===== src/rtl/gpio_mmio.sv =====
// gpio_mmio: memory-mapped GPIO peripheral with edge-triggered interrupts.
//
// Register map (word index = mem_addr[4:2]):
//   0 DATA_OUT (RW)  1 DIR (RW)  2 DATA_IN (RO)  3 SET (WO)  4 CLR (WO)
//   5 IRQ_EN (RW)    6 IRQ_PEND (W1C)            7 EDGE_SEL (RW, 1 = falling)
//
// Ports:
//   clk, reset      - single clock, synchronous active-high reset
//   sel             - peripheral selected by the SoC address decode
//   mem_addr        - byte address, bits [1:0] ignored
//   mem_rstrb       - read request, data returned on mem_rdata one clock later
//   mem_wmask       - byte-lane write enables, nonzero means write
//   mem_wdata       - write data
//   mem_rdata       - registered read data, upper unused bits read 0
//   gpio_in         - asynchronous pin inputs
//   gpio_out        - DATA_OUT register
//   gpio_oe         - DIR register (1 = drive)
//   irq             - level interrupt, |(IRQ_PEND & IRQ_EN)
module gpio_mmio #(
    parameter int               WIDTH     = 8,
    parameter logic [WIDTH-1:0] OUT_RESET = '0
) (
    input  logic             clk,
    input  logic             reset,
    input  logic             sel,
    input  logic [4:0]       mem_addr,
    input  logic             mem_rstrb,
    input  logic [3:0]       mem_wmask,
    input  logic [31:0]      mem_wdata,
    output logic [31:0]      mem_rdata,
    input  logic [WIDTH-1:0] gpio_in,
    output logic [WIDTH-1:0] gpio_out,
    output logic [WIDTH-1:0] gpio_oe,
    output logic             irq
);

    localparam logic [2:0] IDX_DATA_OUT = 3'd0;
    localparam logic [2:0] IDX_DIR      = 3'd1;
    localparam logic [2:0] IDX_DATA_IN  = 3'd2;
    localparam logic [2:0] IDX_SET      = 3'd3;
    localparam logic [2:0] IDX_CLR      = 3'd4;
    localparam logic [2:0] IDX_IRQ_EN   = 3'd5;
    localparam logic [2:0] IDX_IRQ_PEND = 3'd6;
    localparam logic [2:0] IDX_EDGE_SEL = 3'd7;

    logic [2:0]       reg_idx;
    logic             wr_en;
    logic             rd_en;
    logic [WIDTH-1:0] lane_mask;
    logic [WIDTH-1:0] wbits;

    logic [WIDTH-1:0] data_out, data_out_nxt;
    logic [WIDTH-1:0] dir, dir_nxt;
    logic [WIDTH-1:0] irq_en, irq_en_nxt;
    logic [WIDTH-1:0] irq_pend, irq_pend_nxt;
    logic [WIDTH-1:0] edge_sel, edge_sel_nxt;
    logic [WIDTH-1:0] pend_clr;
    logic [WIDTH-1:0] edge_evt;
    logic [WIDTH-1:0] s1, s2, s3;
    logic [31:0]      rd_val;
    logic             unused_bits;

    assign reg_idx = mem_addr[4:2];
    assign wr_en   = sel & (|mem_wmask);
    assign rd_en   = sel & mem_rstrb;

    // Byte address bits and write-data bits above WIDTH carry no meaning here.
    assign unused_bits = ^{mem_addr[1:0], mem_wdata};

    // Each pin bit belongs to the byte lane holding it; only bits in enabled
    // lanes may be touched by a write.
    for (genvar i = 0; i < WIDTH; i++) begin : g_lane
        assign lane_mask[i] = mem_wmask[i / 8];
    end

    assign wbits = mem_wdata[WIDTH-1:0] & lane_mask;

    // Edge detection compares the synchronised sample (s2) with its history
    // (s3), picking the polarity per pin. Because s3 follows s2, rewriting
    // EDGE_SEL alone never creates an event.
    assign edge_evt = (s2 & ~s3 & ~edge_sel) | (~s2 & s3 & edge_sel);

    assign gpio_out = data_out;
    assign gpio_oe  = dir;
    assign irq      = |(irq_pend & irq_en);

    // Next-state for the software-visible registers. Masked replace for the
    // plain RW registers, OR/AND-NOT for SET/CLR, and W1C for IRQ_PEND where
    // a fresh edge in the same cycle outranks the clear.
    always_comb begin
        data_out_nxt = data_out;
        dir_nxt      = dir;
        irq_en_nxt   = irq_en;
        edge_sel_nxt = edge_sel;
        pend_clr     = '0;
        if (wr_en) begin
            case (reg_idx)
                IDX_DATA_OUT: data_out_nxt = (data_out & ~lane_mask) | wbits;
                IDX_DIR:      dir_nxt      = (dir & ~lane_mask) | wbits;
                IDX_SET:      data_out_nxt = data_out | wbits;
                IDX_CLR:      data_out_nxt = data_out & ~wbits;
                IDX_IRQ_EN:   irq_en_nxt   = (irq_en & ~lane_mask) | wbits;
                IDX_IRQ_PEND: pend_clr     = wbits;
                IDX_EDGE_SEL: edge_sel_nxt = (edge_sel & ~lane_mask) | wbits;
                default:      data_out_nxt = data_out;
            endcase
        end
        irq_pend_nxt = (irq_pend & ~pend_clr) | edge_evt;
    end

    // Read mux built from pre-edge register values, so a same-cycle write is
    // not visible to the read. SET/CLR have no storage and read as zero.
    always_comb begin
        rd_val = '0;
        case (reg_idx)
            IDX_DATA_OUT: rd_val[WIDTH-1:0] = data_out;
            IDX_DIR:      rd_val[WIDTH-1:0] = dir;
            IDX_DATA_IN:  rd_val[WIDTH-1:0] = s2;
            IDX_IRQ_EN:   rd_val[WIDTH-1:0] = irq_en;
            IDX_IRQ_PEND: rd_val[WIDTH-1:0] = irq_pend;
            IDX_EDGE_SEL: rd_val[WIDTH-1:0] = edge_sel;
            default:      rd_val = '0;
        endcase
    end

    // All state, including the pin synchroniser chain, is cleared by reset so
    // that pins held low after reset cannot produce a spurious edge.
    always_ff @(posedge clk) begin
        if (reset) begin
            data_out  <= OUT_RESET;
            dir       <= '0;
            irq_en    <= '0;
            irq_pend  <= '0;
            edge_sel  <= '0;
            s1        <= '0;
            s2        <= '0;
            s3        <= '0;
            mem_rdata <= '0;
        end else begin
            data_out <= data_out_nxt;
            dir      <= dir_nxt;
            irq_en   <= irq_en_nxt;
            irq_pend <= irq_pend_nxt;
            edge_sel <= edge_sel_nxt;
            s1       <= gpio_in;
            s2       <= s1;
            s3       <= s2;
            if (rd_en) begin
                mem_rdata <= rd_val;
            end
        end
    end

endmodule


===== config.mk =====
export PLATFORM = sky130hd
export DESIGN_NAME = gpio_mmio
export DESIGN_NICKNAME = d
export VERILOG_FILES = /design/src/rtl/gpio_mmio.sv
export SDC_FILE = /design/constraint.sdc
export NUM_CORES = 1
export LEC_CHECK = 0
export CELL_PAD_IN_SITES_DETAIL_PLACEMENT = 1
export CELL_PAD_IN_SITES_GLOBAL_PLACEMENT = 1
export CORE_UTILIZATION = 45
export DETAILED_ROUTE_END_ITERATION = 12
export DONT_BUFFER_PORTS = 1
export PLACE_DENSITY_LB_ADDON = 0.1
export SYNTH_ARGS = -nofsm -noshare
export SYNTH_HDL_FRONTEND = slang
export SYNTH_SLANG_ARGS = --single-unit

===== constraint.sdc =====
create_clock -name clk -period 3.27 [get_ports clk]
set_input_delay 0.4905 -clock clk [delete_from_list [all_inputs] [get_ports clk]]
set_output_delay 0.4905 -clock clk [all_outputs]
set_load 0.02 [all_outputs]

==> impl_metrics.ini, run 1 <==
[timing]
setup_tns_ns = 0
hold_viol = 0
final-max-slew-violation-count = 0
slew-limit-headroom_pct = 41.8
max_freq_mhz = 572
finalCritPeriodShare_pct = 53.5
rsz0062_at_grt = false
period_minus_slack_ns = 1.75
setup_violations = 0
finClkSkew_ns = 0.0121
worst_slew_pin_slew_ns = 0.869

[logic_synthesis]
ys_warn_count = 0
synthCells = 364
async_flop_share_pct = 0
synth.distinct_cells = 38
synth_ff_type = dfxtp_1
synth_area_um2 = 3230
synth_area_per_cell_um2 = 8.88
synth_seq_area_share_pct = 44.6
yosys_register_bits = 72
synth_edf_count = 0

[worst_hold_path]
min_path_type = primary input to flop

[floorplanning]
coreArea_um2 = 6870
start_util_pct = 47.1
die_h_um = 86.8
rows = 30
io_pins = 102
die_area_um2 = 7530
dieWidth_um = 86.8

[layout]
drive_above_1_share_pct = 6.16
multi_input_area_um2 = 1570
syn2layout_area_growth_pct = 2.86
fillers = 822
nets = 406
final_area_um2 = 3330
regArea_um2 = 1440
antenna_cells = 0

[global_routing]
grt.total_usage_pct = 22.5
antenna_found_initial = 0
grt_start_max_net_pins = 64
grt_pass1_wl_um = 12600
gr-total-overflow = 0
grt_pass1_vias = 2391

[pwr]
power.internal_uw = 1260
p_sw_uw = 429
pwr_density_cell_nw_per_um2 = 508
pwr-share-seq_pct = 55.4
vdd_drop_max_mv = 0.223
p_comb_share_pct = 6.7
pwr-share-clk_pct = 37.9
sw_frac_of_total_pct = 25.4
p_leak_uw = 0.00137

[worst_setup_path]
path_cells = nand3_1 -> nor3b_1 -> buf_4 -> mux2i_1 -> nor2_1
cp_slowest_cell = nor3b_1
end_kind = flop
crit_arrival_ns = 1.99
cpLargestDelayFamily = simple AND/OR/NAND/NOR gates
timing.critical_path.buf_inv = 1
start_kind = primary input
worstPathRequired_ns = 3.51
worstPathMaxFanout = 11
critPathMaxStageDelay_ns = 0.60
crit_type = primary input to flop

[routing]
firstDrtPassIters = 4
ant_nets = 0
wl_per_cell_um = 17.4
vias = 2507
initialDrtViolationCount = 118
drcViolationCount = 0
routed_wl_um = 7880
drt-vias-per-instance = 5.53

[outcome]
status = completed

[place]
port_buffers = 0
postPlaceCellArea_um2 = 3150
place_congestion = 0.782
hpwl_um = 5570

[clock_network]
cts_tree = built
post_cts.repair.setup_buffers = 0
clock_path_buffers = 2
worstSkewPairLatency_ns = 0.35
holdBufCountCts = 0
cts.sinks = 72
cts.root.buffer_cell = clkbuf_8
clkTransAtPathRegs_ns = 0.07
cts_resized = 0
cts_buffers = 9
ctsHtreeMaxLevel = 3

[run]
maxCapViolCount = 0
==> cells by family after synthesis <==
group,after synthesis,share of synthesized area [%]
buffers and inverters,49,9.48
muxes,27,8.71
DFF,72,44.6
other,1,0.116
xor gates and xnor gates,1,0.271
and+or+nand+nor,125,18.6
AOI/OAI and AO/OA,89,18.2
==> routing by layer <==
metal  part of all wire, %  global-route usage, %
met5                     0                      0
met1                    49                   31.0
met2                    45                   34.1
met3                   5.3                   5.14
met4                   1.1                   9.09
==> path summary, 6_finish.rpt <==
check              from      endpoint  slack, ns  cells after the start
setup reg to reg   flop  mem_rdata[4]       1.90                      4
setup / recovery    sel          flop       1.52                      5
hold / removal    reset         s1[4]       0.21                      1
hold reg to reg   s1[5]         s2[5]       0.44                      1
==> area by class of cell <==
class	count	share of cell area (%)
Clock inverter	2	0.451
Inverter	3	0.339
Timing Repair Buffer	1	0.226
Clock buffer	13	4.78
Sequential cell	72	43.3
Multi-Input combinational cell	266	47.3
Tap cell	96	3.61
==> stage by stage <==
stage               setup slack (ns)  hold slack, ns  std cells  total power [uW]  util (%)
detailed placement              1.13           0.428        438              1070      45.9
CTS                             1.49           0.195        453              1710      48.4
global placement                1.15           0.417        438              1060      45.9
global route                    1.42           0.187        453              1760      48.4
finish                          1.52           0.209        453              1690      48.4
floorplan                       1.61           0.414        387              1090         -
==> placed cells by master (no fill, tap or decap), types with 2 or more instances in the layout <==
cell type and count:
o211ai_1 2, a211o_1 8, dfxtp_1 72, a221oi_1 9, mux2_1 2, clkinvlp_4 2
o31a_1 2, a22oi_1 10, a21o_1 2, nand2_1 29, mux2_2 7, nor2_1 47
clkbuf_8 11, nor2b_1 24, and3_1 10, nor3b_1 2, clkbuf_1 2, a32o_1 2
mux2i_1 18, conb_1 24, nand3_1 3, inv_1 3, o21ai_0 16, nor4bb_1 2
or3_1 3, a21oi_1 30, a221o_1 2, a22o_1 3
==> power groups by stage <==
stage | Combinational (uW) | Sequential (uW) | Clock [uW]
2_1_floorplan | 141 | 948 | 0
3_3_place_gp | 110 | 954 | 0
3_5_place_dp | 113 | 955 | 0
4_1_cts | 113 | 935 | 659
5_1_grt | 126 | 938 | 697
6_report | 113 | 935 | 640
==> cells in the mapped netlist, types with 3 or more instances <==
cell | n | share of area [%]
a211o_1 | 8 | 2.2
a21oi_1 | 30 | 4.6
a221oi_1 | 9 | 2.4
a22o_1 | 3 | 0.81
a22oi_1 | 10 | 2.3
and3_1 | 10 | 1.9
buf_2 | 8 | 1.2
buf_4 | 28 | 6.5
clkbuf_1 | 9 | 1.0
dfxtp_1 | 72 | 45
inv_1 | 3 | 0.35
mux2_2 | 7 | 2.4
mux2i_1 | 18 | 5.6
nand2_1 | 29 | 3.4
nand3_1 | 3 | 0.46
nor2_1 | 47 | 5.5
nor2b_1 | 24 | 4.6
o21ai_0 | 16 | 2.5
or3_1 | 3 | 0.58
(Power assumes the default switching activity.)
==> run 2: changes to the inputs <==
--- a/config.mk
+++ b/config.mk
@@ -7,7 +7,7 @@
 export LEC_CHECK = 0
 export CELL_PAD_IN_SITES_DETAIL_PLACEMENT = 1
 export CELL_PAD_IN_SITES_GLOBAL_PLACEMENT = 1
-export CORE_UTILIZATION = 45
+export CORE_UTILIZATION = 41
 export DETAILED_ROUTE_END_ITERATION = 12
 export DONT_BUFFER_PORTS = 1
 export PLACE_DENSITY_LB_ADDON = 0.1
==> constraint.sdc (replaced) <==
create_clock -name clk -period 1.45 [get_ports clk]
set_input_delay 0.2175 -clock clk [delete_from_list [all_inputs] [get_ports clk]]
set_output_delay 0.2175 -clock clk [all_outputs]
set_load 0.02 [all_outputs]
==> impl_metrics.ini, run 2 (synthesized netlist as in run 1, its figures left out) <==
[outcome]
status = completed

[global_routing]
grt_pass1_wl_um = 13600
gr-total-overflow = 0
antenna_found_initial = 0
grt.total_usage_pct = 21.3
grt_start_max_net_pins = 56
grt_pass1_vias = 2509

[timing]
period_minus_slack_ns = 1.41
hold_viol = 0
setup_tns_ns = 0
rsz0062_at_grt = false
final-max-slew-violation-count = 0
whs_ns = 0.0129
finClkSkew_ns = 0.00842
finalCritPeriodShare_pct = 97.0
setup_violations = 0
worst_slew_pin_slew_ns = 0.516
slew-limit-headroom_pct = 65.6
max_freq_mhz = 711
layout_setup_ws_ns = 0.0428

[routing]
firstDrtPassIters = 4
ant_nets = 0
vias = 2670
drt-vias-per-instance = 5.46
wl_per_cell_um = 17.4
drcViolationCount = 0
initialDrtViolationCount = 165
routed_wl_um = 8520

[worst_hold_path]
min_path_type = primary input to flop

[floorplanning]
start_util_pct = 42.1
rows = 32
die_area_um2 = 8240
die_h_um = 90.8
io_pins = 102
coreArea_um2 = 7690
dieWidth_um = 90.8

[clock_network]
cts_buffers = 9
post_cts.repair.setup_buffers = 0
ctsHtreeMaxLevel = 3
clock_path_buffers = 2
cts_tree = built
cts.root.buffer_cell = clkbuf_8
cts.sinks = 72
clkTransAtPathRegs_ns = 0.07
worstSkewPairLatency_ns = 0.34

[pwr]
vdd_drop_max_mv = 0.503
pwr_density_cell_nw_per_um2 = 1120
p_leak_uw = 0.00155

[place]
port_buffers = 0
place_congestion = 0.786
hpwl_um = 5840
post-place-cells = 461
pre_cts_ws_ns = 0.0190

[layout]
fillers = 931
drive_above_1_share_pct = 11.6
multi_input_area_um2 = 1590
utilization_pct = 47.5
mostFrequentLayoutCells = dfxtp_1 (71), nor2_1 (47), a21oi_1 (30)
instances_no_fill = 489
antenna_cells = 0
regArea_um2 = 1440
layout_commonest_cell = dfxtp_1
nets = 435
syn2layout_area_growth_pct = 13.0

[worst_setup_path]
crit_arrival_ns = 1.19
start_kind = flop
end_kind = output port
worstPathMaxFanout = 3
worstPathRequired_ns = 1.23
crit_type = flop to output port

[run]
maxCapViolCount = 0
run 2: repair_timing:
item	in CTS	in global routing
resized for setup	1	3
endpoints found under the setup margin	1	1
hold endpoints to repair	58	0
hold buffers	12	0
pin swaps	2	2
run 2: metal layers:
metal | part of all wire (%) | wire length (um) | global-route usage (%) | up-vias
met5 | 0 | 0 | 0 | -
met4 | 1.0 | 89 | 6.22 | 0
met3 | 5.5 | 467 | 5.47 | 8
met2 | 45 | 3840 | 32.3 | 84
met1 | 48 | 4110 | 29.8 | 1313
li1 | - | - | - | 1265
run 2: worst max-delay path: stages, from the launching register on:
cell	delay [ns]
dfxtp_2	0.34
a22oi_2	0.20
nand4_1	0.30
run 2: through the flow:
step | total power (uW) | cell area (um2)
after detailed placement | 2430 | 3300
after floorplan | 2460 | 3320
after CTS | 4120 | 3640
after global placement | 2420 | 3300
after global routing | 4250 | 3650
final | 4080 | 3650
run 2: final timing paths:
path / startpoint / endpoint / slack, ns / cells past startpoint
worst min-delay path: mem_wdata[1] / flop / 0.01 / 2
worst max-delay path: irq_pend[5] / irq / 0.04 / 2
worst max register to register: irq_pend[3] / mem_rdata[3] / 0.12 / 3
worst min register to register: s1[1] / s2[1] / 0.43 / 1
run 2: final cells by class:
cell class | count | share of cell area (%)
Inverter | 3 | 0.308
Clock inverter | 3 | 1.10
Tap cell | 102 | 3.49
Multi-Input combinational cell | 266 | 43.4
Sequential cell | 72 | 39.5
Clock buffer | 13 | 4.35
Timing Repair Buffer | 30 | 7.81
run 2: report_power, final:
part	switching (uW)	internal, uW
sequential	64.4	2040
clock	743	886
combinational	202	140
total	1010	3070
